[config.mk]
export PLATFORM = sky130hd
export DESIGN_NAME = sdft_tick_scheduler_flat
export DESIGN_NICKNAME = d
export VERILOG_FILES = /design/src/rtl/sdft_sched_pkg.sv /design/src/rtl/sdft_tick_scheduler_if.sv /design/src/rtl/sdft_sched_in_buf.sv /design/src/rtl/sdft_tick_scheduler.sv /design/src/flat_wrapper.sv
export SDC_FILE = /design/constraint.sdc
export NUM_CORES = 1
export LEC_CHECK = 0
export ABC_AREA = 1
export CORE_ASPECT_RATIO = 0.9
export CORE_MARGIN = 3
export CORE_UTILIZATION = 46
export DETAILED_ROUTE_END_ITERATION = 12
export PLACE_DENSITY = 0.76
export REMOVE_ABC_BUFFERS = 1
export SYNTH_ARGS = -nofsm -noshare
export SYNTH_HDL_FRONTEND = slang
export SYNTH_SLANG_ARGS = --single-unit
[constraint.sdc]
create_clock -name clk_i -period 2 [get_ports clk_i]
set_clock_uncertainty 0.1 [all_clocks]
set_input_delay 0.4 -clock clk_i [delete_from_list [all_inputs] [get_ports clk_i]]
set_output_delay 0.4 -clock clk_i [all_outputs]
set_load 0.005 [all_outputs]
[src/rtl/sdft_sched_pkg.sv]
// sdft_sched_pkg: shared FSM state type and counter width helper for the sdft tick scheduler.
package sdft_sched_pkg;
    typedef enum logic [1:0] {IDLE, WAIT_SOB, SWEEP} state_t;
    function automatic int cw(input int n);
        return (n > 1) ? $clog2(n) : 1;
    endfunction
endpackage

[src/rtl/sdft_tick_scheduler_if.sv]
// sdft_tick_scheduler_if: sample stream, sdft control/status and scheduler status bundle.
interface sdft_tick_scheduler_if #(
    parameter int DW    = 16,
    parameter int IW    = 8,
    parameter int CNT_W = 16
);
    logic             s_valid_i;
    logic [DW-1:0]    s_data_i;
    logic             s_ready_o;
    logic             sample_tick_o;
    logic [DW-1:0]    data_o;
    logic             sdft_sob_i;
    logic             sdft_eob_i;
    logic             sdft_valid_i;
    logic [IW-1:0]    bin_idx_o;
    logic             busy_o;
    logic             seq_err_o;
    logic [CNT_W-1:0] overrun_cnt_o;
    modport slave (
        input  s_valid_i, s_data_i, sdft_sob_i, sdft_eob_i, sdft_valid_i,
        output s_ready_o, sample_tick_o, data_o, bin_idx_o, busy_o, seq_err_o, overrun_cnt_o
    );
    modport master (
        output s_valid_i, s_data_i, sdft_sob_i, sdft_eob_i, sdft_valid_i,
        input  s_ready_o, sample_tick_o, data_o, bin_idx_o, busy_o, seq_err_o, overrun_cnt_o
    );
endinterface

[src/rtl/sdft_sched_in_buf.sv]
// sdft_sched_in_buf: one-entry sample buffer with registered ready.
// SDFT_SCHED_DROP_EN: always ready, newest sample overwrites a full buffer and bumps overrun_cnt.
module sdft_sched_in_buf #(
    parameter int DW    = 16,
    parameter int CNT_W = 16
) (
    input  logic             clk_i,
    input  logic             rst_i,
    input  logic             s_valid,
    input  logic [DW-1:0]    s_data,
    input  logic             take,
    output logic             s_ready,
    output logic             buf_full,
    output logic [DW-1:0]    buf_data,
    output logic [CNT_W-1:0] overrun_cnt
);
    logic acc;
    assign acc = s_valid && s_ready;
`ifdef SDFT_SCHED_DROP_EN
    always_ff @(posedge clk_i or posedge rst_i)
        if (rst_i) begin
            s_ready     <= 1'b0;
            buf_full    <= 1'b0;
            buf_data    <= '0;
            overrun_cnt <= '0;
        end else begin
            s_ready  <= 1'b1;
            buf_full <= acc || (buf_full && !take);
            if (acc) buf_data <= s_data;
            // A sample landing in the tick cycle refills the slot just freed, so it is not a drop.
            if (acc && buf_full && !take && overrun_cnt != '1) overrun_cnt <= overrun_cnt + CNT_W'(1);
        end
`else
    logic full_n;
    assign full_n = acc || (buf_full && !take);
    assign overrun_cnt = '0;
    always_ff @(posedge clk_i or posedge rst_i)
        if (rst_i) begin
            s_ready  <= 1'b0;
            buf_full <= 1'b0;
            buf_data <= '0;
        end else begin
            s_ready  <= !full_n;
            buf_full <= full_n;
            if (acc) buf_data <= s_data;
        end
`endif
endmodule

[src/rtl/sdft_tick_scheduler.sv]
// sdft_tick_scheduler: paces sample ticks into sdft, tags output bins, flags core protocol errors.
// SDFT_SCHED_DROP_EN selects overwrite-on-full input buffering instead of backpressure.
module sdft_tick_scheduler
    import sdft_sched_pkg::*;
#(
    parameter int N       = 256,
    parameter int DW      = 16,
    parameter int MIN_GAP = N + 4,
    parameter int TIMEOUT = 64,
    parameter int CNT_W   = 16
) (
    input logic clk_i,
    input logic rst_i,
    sdft_tick_scheduler_if.slave bus
);
    localparam int IW = cw(N);
    localparam int BW = cw(N + 1);
    localparam int GW = cw(MIN_GAP + 1);
    localparam int TW = cw(TIMEOUT + 1);
    state_t state, state_n;
    logic buf_full, gap_ok, to_exp, tick, sob_hit, err_set, seq_err;
    logic [DW-1:0] buf_data, data_q;
    logic [GW-1:0] gap_cnt;
    logic [TW-1:0] to_cnt;
    logic [BW-1:0] beats;

    sdft_sched_in_buf #(.DW(DW), .CNT_W(CNT_W)) u_in_buf (
        .clk_i, .rst_i,
        .s_valid(bus.s_valid_i), .s_data(bus.s_data_i), .take(tick),
        .s_ready(bus.s_ready_o), .buf_full, .buf_data, .overrun_cnt(bus.overrun_cnt_o)
    );

    assign gap_ok = gap_cnt >= GW'(MIN_GAP - 1);
    assign to_exp = to_cnt == TW'(TIMEOUT - 1);

    always_ff @(posedge clk_i or posedge rst_i)
        if (rst_i) state <= IDLE;
        else state <= state_n;

    always_comb
        state_n = (state == IDLE) ? ((buf_full && gap_ok) ? WAIT_SOB : IDLE) :
                  (state == WAIT_SOB) ? (bus.sdft_sob_i ? SWEEP : (to_exp ? IDLE : WAIT_SOB)) :
                  (bus.sdft_eob_i ? IDLE : SWEEP);

    always_comb begin
        tick              = state == IDLE && buf_full && gap_ok;
        sob_hit           = state == WAIT_SOB && bus.sdft_sob_i;
        bus.sample_tick_o = tick;
        bus.busy_o        = state != IDLE;
        bus.bin_idx_o     = sob_hit ? '0 : beats[IW-1:0];
        bus.data_o        = tick ? buf_data : data_q;
    end

    // Each term is one way the core can break the sob..eob contract.
    assign err_set = (state == IDLE && bus.sdft_valid_i) ||
                     (state == WAIT_SOB && (bus.sdft_eob_i || (!bus.sdft_sob_i && to_exp))) ||
                     (state == SWEEP && (bus.sdft_sob_i || (bus.sdft_eob_i && beats != BW'(N - 1))));
    assign bus.seq_err_o = seq_err;

    // gap_cnt starts saturated so the first sample after reset ticks without waiting.
    always_ff @(posedge clk_i or posedge rst_i)
        if (rst_i) begin
            gap_cnt <= GW'(MIN_GAP);
            to_cnt  <= '0;
            beats   <= '0;
            data_q  <= '0;
            seq_err <= 1'b0;
        end else begin
            gap_cnt <= tick ? '0 : (gap_cnt < GW'(MIN_GAP)) ? gap_cnt + GW'(1) : gap_cnt;
            to_cnt  <= tick ? TW'(1) : (state == WAIT_SOB) ? to_cnt + TW'(1) : to_cnt;
            beats   <= (state_n != SWEEP) ? '0 : sob_hit ? BW'(1) :
                       (bus.sdft_valid_i && beats != BW'(N)) ? beats + BW'(1) : beats;
            if (tick) data_q <= buf_data;
            seq_err <= seq_err || err_set;
        end
endmodule
[src/flat_wrapper.sv]
// flat-port wrapper written by rule: the top's interface ports become plain ports
module sdft_tick_scheduler_flat import sdft_sched_pkg::*;
#(
    parameter int N       = 256,
    parameter int DW      = 16,
    parameter int MIN_GAP = N + 4,
    parameter int TIMEOUT = 64,
    parameter int CNT_W   = 16
)
  (clk_i, rst_i, bus_s_valid_i, bus_s_data_i, bus_sdft_sob_i, bus_sdft_eob_i, bus_sdft_valid_i, bus_s_ready_o, bus_sample_tick_o, bus_data_o, bus_bin_idx_o, bus_busy_o, bus_seq_err_o, bus_overrun_cnt_o);
  sdft_tick_scheduler_if #(.DW(DW), .CNT_W(CNT_W)) bus_i ();
  input logic clk_i;
  input logic rst_i;
  input wire logic [$bits(bus_i.s_valid_i)-1:0] bus_s_valid_i;
  input wire logic [$bits(bus_i.s_data_i)-1:0] bus_s_data_i;
  input wire logic [$bits(bus_i.sdft_sob_i)-1:0] bus_sdft_sob_i;
  input wire logic [$bits(bus_i.sdft_eob_i)-1:0] bus_sdft_eob_i;
  input wire logic [$bits(bus_i.sdft_valid_i)-1:0] bus_sdft_valid_i;
  output wire logic [$bits(bus_i.s_ready_o)-1:0] bus_s_ready_o;
  output wire logic [$bits(bus_i.sample_tick_o)-1:0] bus_sample_tick_o;
  output wire logic [$bits(bus_i.data_o)-1:0] bus_data_o;
  output wire logic [$bits(bus_i.bin_idx_o)-1:0] bus_bin_idx_o;
  output wire logic [$bits(bus_i.busy_o)-1:0] bus_busy_o;
  output wire logic [$bits(bus_i.seq_err_o)-1:0] bus_seq_err_o;
  output wire logic [$bits(bus_i.overrun_cnt_o)-1:0] bus_overrun_cnt_o;
  assign bus_i.s_valid_i = bus_s_valid_i;
  assign bus_i.s_data_i = bus_s_data_i;
  assign bus_i.sdft_sob_i = bus_sdft_sob_i;
  assign bus_i.sdft_eob_i = bus_sdft_eob_i;
  assign bus_i.sdft_valid_i = bus_sdft_valid_i;
  assign bus_s_ready_o = bus_i.s_ready_o;
  assign bus_sample_tick_o = bus_i.sample_tick_o;
  assign bus_data_o = bus_i.data_o;
  assign bus_bin_idx_o = bus_i.bin_idx_o;
  assign bus_busy_o = bus_i.busy_o;
  assign bus_seq_err_o = bus_i.seq_err_o;
  assign bus_overrun_cnt_o = bus_i.overrun_cnt_o;
  sdft_tick_scheduler #(.N(N), .DW(DW), .MIN_GAP(MIN_GAP), .TIMEOUT(TIMEOUT), .CNT_W(CNT_W)) u_core (.clk_i(clk_i), .rst_i(rst_i), .bus(bus_i));
endmodule
==> results.toml <==
[status]
outcome = "finished, violations left"
failed_checks = "negative setup slack"

[timing]
fin_crit_sh = 1.18
final-setup-viol-count = 19
hold_viol_final = 0
rsz0062_at_grt = "true"
setup_ws_ps = -362
setup_tns_ps = -5130
max_freq_ghz = 0.423
min_period_ps = 2360
slew_violations = 0

[floorplan]
start_util = 0.494
die_w_um = 93.1
coreArea_um2 = 6350
ios = 66
rows = 27
die-area_um2 = 7850
die_y_um = 84.4

[pwr]
p_leak_nw = 2.55
seqPwrFrac = 0.495
pwr-share-comb = 0.083
switching_share = 0.247
ir_worst_vdd_v = 0.000470
p_int_mw = 2.21
clkPwrFrac = 0.423
p_switching_uw = 725
power_density_nw_per_um2 = 634

[synthesis]
async_reset_ff_frac = 1.00
synth.distinct_cells = 31
seq_area_frac_synth = 0.495
ys_top_cells_by_area = "dfrtp_1, nand2_1, inv_1"
synth_edf_count = 0
synth.most_common_cell = "nand2_1"
syn_inst = 405
ys_warn_count = 0
synth_area_leader_cell = "dfrtp_1"
synth_top_area_share = 0.478
synth_ff_type = "dfrtp_1"
ys_ff_latch = 62
synth_common_cells = "nand2_1, dfrtp_1, inv_1"
netlist_area_um2 = 3140
avgSynthCellArea_um2 = 7.75

[grt]
grt_max_degree = 27
grt_pass1_vias = 3071
grt_usage = 0.224
grt_first_pass_wirelength_um = 14100
grt-ovfl-total = 0
antenna_found_initial = 0

[final_layout]
stdcell_area_um2 = 4630
regArea_um2 = 1560
fill_cells = 462
drive_gt1_frac = 0.328
fin_nets = 544
n_antenna_cell = 0
area_growth_pct = 47.7
multi_input_area_um2 = 1520

[clock_network]
clockBufferDepth = 2
cts_buffers = 9
clock_sinks = 62
path_clk_slew_ps = 70
hold_buffers = 0
cts-root-buf = "clkbuf_8"
htreeDepth = 3
worstSkewPairLatency_ps = 330
cts_tree = "yes"

[worst_setup_path]
slowest_stage = "dfrtp_1"
slowest_delay_ps = 410
cp_top_family = "buffers and inverters"
worstPathMaxFanout = 5
start_kind = "register"
setup.worst_path.class = "reg -> out"
critPathArrivalTime_ps = 1860
cp.buffers_inverters = 5
cp.required_ps = 1500
worstReg2RegStart = "u_core.state[1]"
startpoint = "u_core.state[1]"
path_cells = "inv_2, nand2_4, nor3_4, o21ai_4, buf_12, buf_16, buf_12, nand2_4, nand2_2, buf_2"
end_kind = "primary output"

[routing]
drt-pass1-iter-count = 4
drc_errors = 0
dr_total_vias = 3064
routed_wirelength_um = 8470
drtIter0Drc = 162
via_per_inst = 5.03
drtAntennaViolNets = 0
routedWlPerCell_um = 13.9

[worst_hold_path]
hold_path_class = "in -> async"

[placement]
dp_hpwl_um = 4980
io_buffer_count = 49
routabilityCongestion = 0.843
dpl-instance-area_um2 = 3890

[run]
max-cap-violations = 0
## path summary, 6_finish.rpt
| kind | end | slack [ps] | cells past startpoint |
|---|---|---|---|
| setup / recovery | bus_data_o[7] | -360 | 10 |
| hold / removal | u_core.beats[0] | 280 | 2 |
| setup reg to reg | u_core.data_q[9] | -340 | 15 |
| hold reg to reg | u_core.u_in_buf.s_ready | 380 | 1 |
| max in group asynchronous | u_core.gap_cnt[2] | 970 | 3 |
| min in group clk_i | u_core.u_in_buf.s_ready | 380 | 1 |
## power by group through the flow
stage          Combinational, mW  Sequential [mW]  Clock (mW)
6_report                   0.242             1.45        1.24
5_1_grt                    0.280             1.46        1.34
4_1_cts                    0.239             1.44        1.25
2_1_floorplan              0.132             1.43           0
3_5_place_dp               0.234             1.45           0
3_3_place_gp               0.217             1.45           0
## layer usage
metal,track usage,vias to the layer above,share of wire
met2,0.381,142,0.51
li1,-,1445,-
met1,0.276,1457,0.39
met5,0,-,0
met3,0.0609,20,0.073
met4,0.0746,0,0.021
## cells in the final DEF, fill, tap and decap left out, drive strengths merged, types with 7 or more instances in the layout
cell / synthesis / final
clkdlybuf4s50: 0 / 23
clkbuf: 2 / 17
nand2: 169 / 170
o21ai: 7 / 7
buf: 25 / 80
conb: 1 / 16
nor2: 23 / 23
nand3: 26 / 26
nand4: 12 / 12
inv: 50 / 49
dfrtp: 60 / 60
## metrics by stage
step                      total power [mW]  cells  hold WS, ps  setup slack (ps)  utilization
final                                 2.94    609          282              -362        0.730
after global routing                  3.08    609          309              -440        0.730
after CTS                             2.93    605          289              -362        0.705
after detailed placement              1.69    563          361              -417        0.612
after global placement                1.67    563          349              -349        0.612
after floorplan                       1.57    393          342              -188            -
## cell families after synthesis
logic type / after synthesis / synth area share
buffers and inverters: 78 / 0.120
and+or+nand+nor: 235 / 0.310
xor gates and xnor gates: 6 / 0.0167
adders and majority gates: 5 / 0.0199
DFF: 62 / 0.495
AOI/OAI and AO/OA: 18 / 0.0371
other: 1 / 0.00120
## repair_timing
action,CTS,global route
pin swaps,18,7
resized for setup,143,52
gates cloned,3,0
setup buffers,23,6
hold endpoints to repair,0,0
setup endpoints to repair,25,40
## state kept, by name, indices dropped and copies added (netlist names)
name	cells
u_core.gap_cnt	9
u_core.u_in_buf.s_ready	1
u_core.data_q	16
u_core.to_cnt	7
u_core.u_in_buf.buf_full	1
u_core.state	2
u_core.u_in_buf.buf_data	16
u_core.bus.seq_err_o	1
u_core.beats	9
## cell type report
type,instances,share of cell area
inverter,51,0.0451
multi-input combinational,281,0.328
clock buffer,11,0.0305
clock inverter,5,0.0178
timing repair buffer,112,0.219
sequential,62,0.336
tap,87,0.0235
No activity file was read; power rests on OpenSTA's default activity.
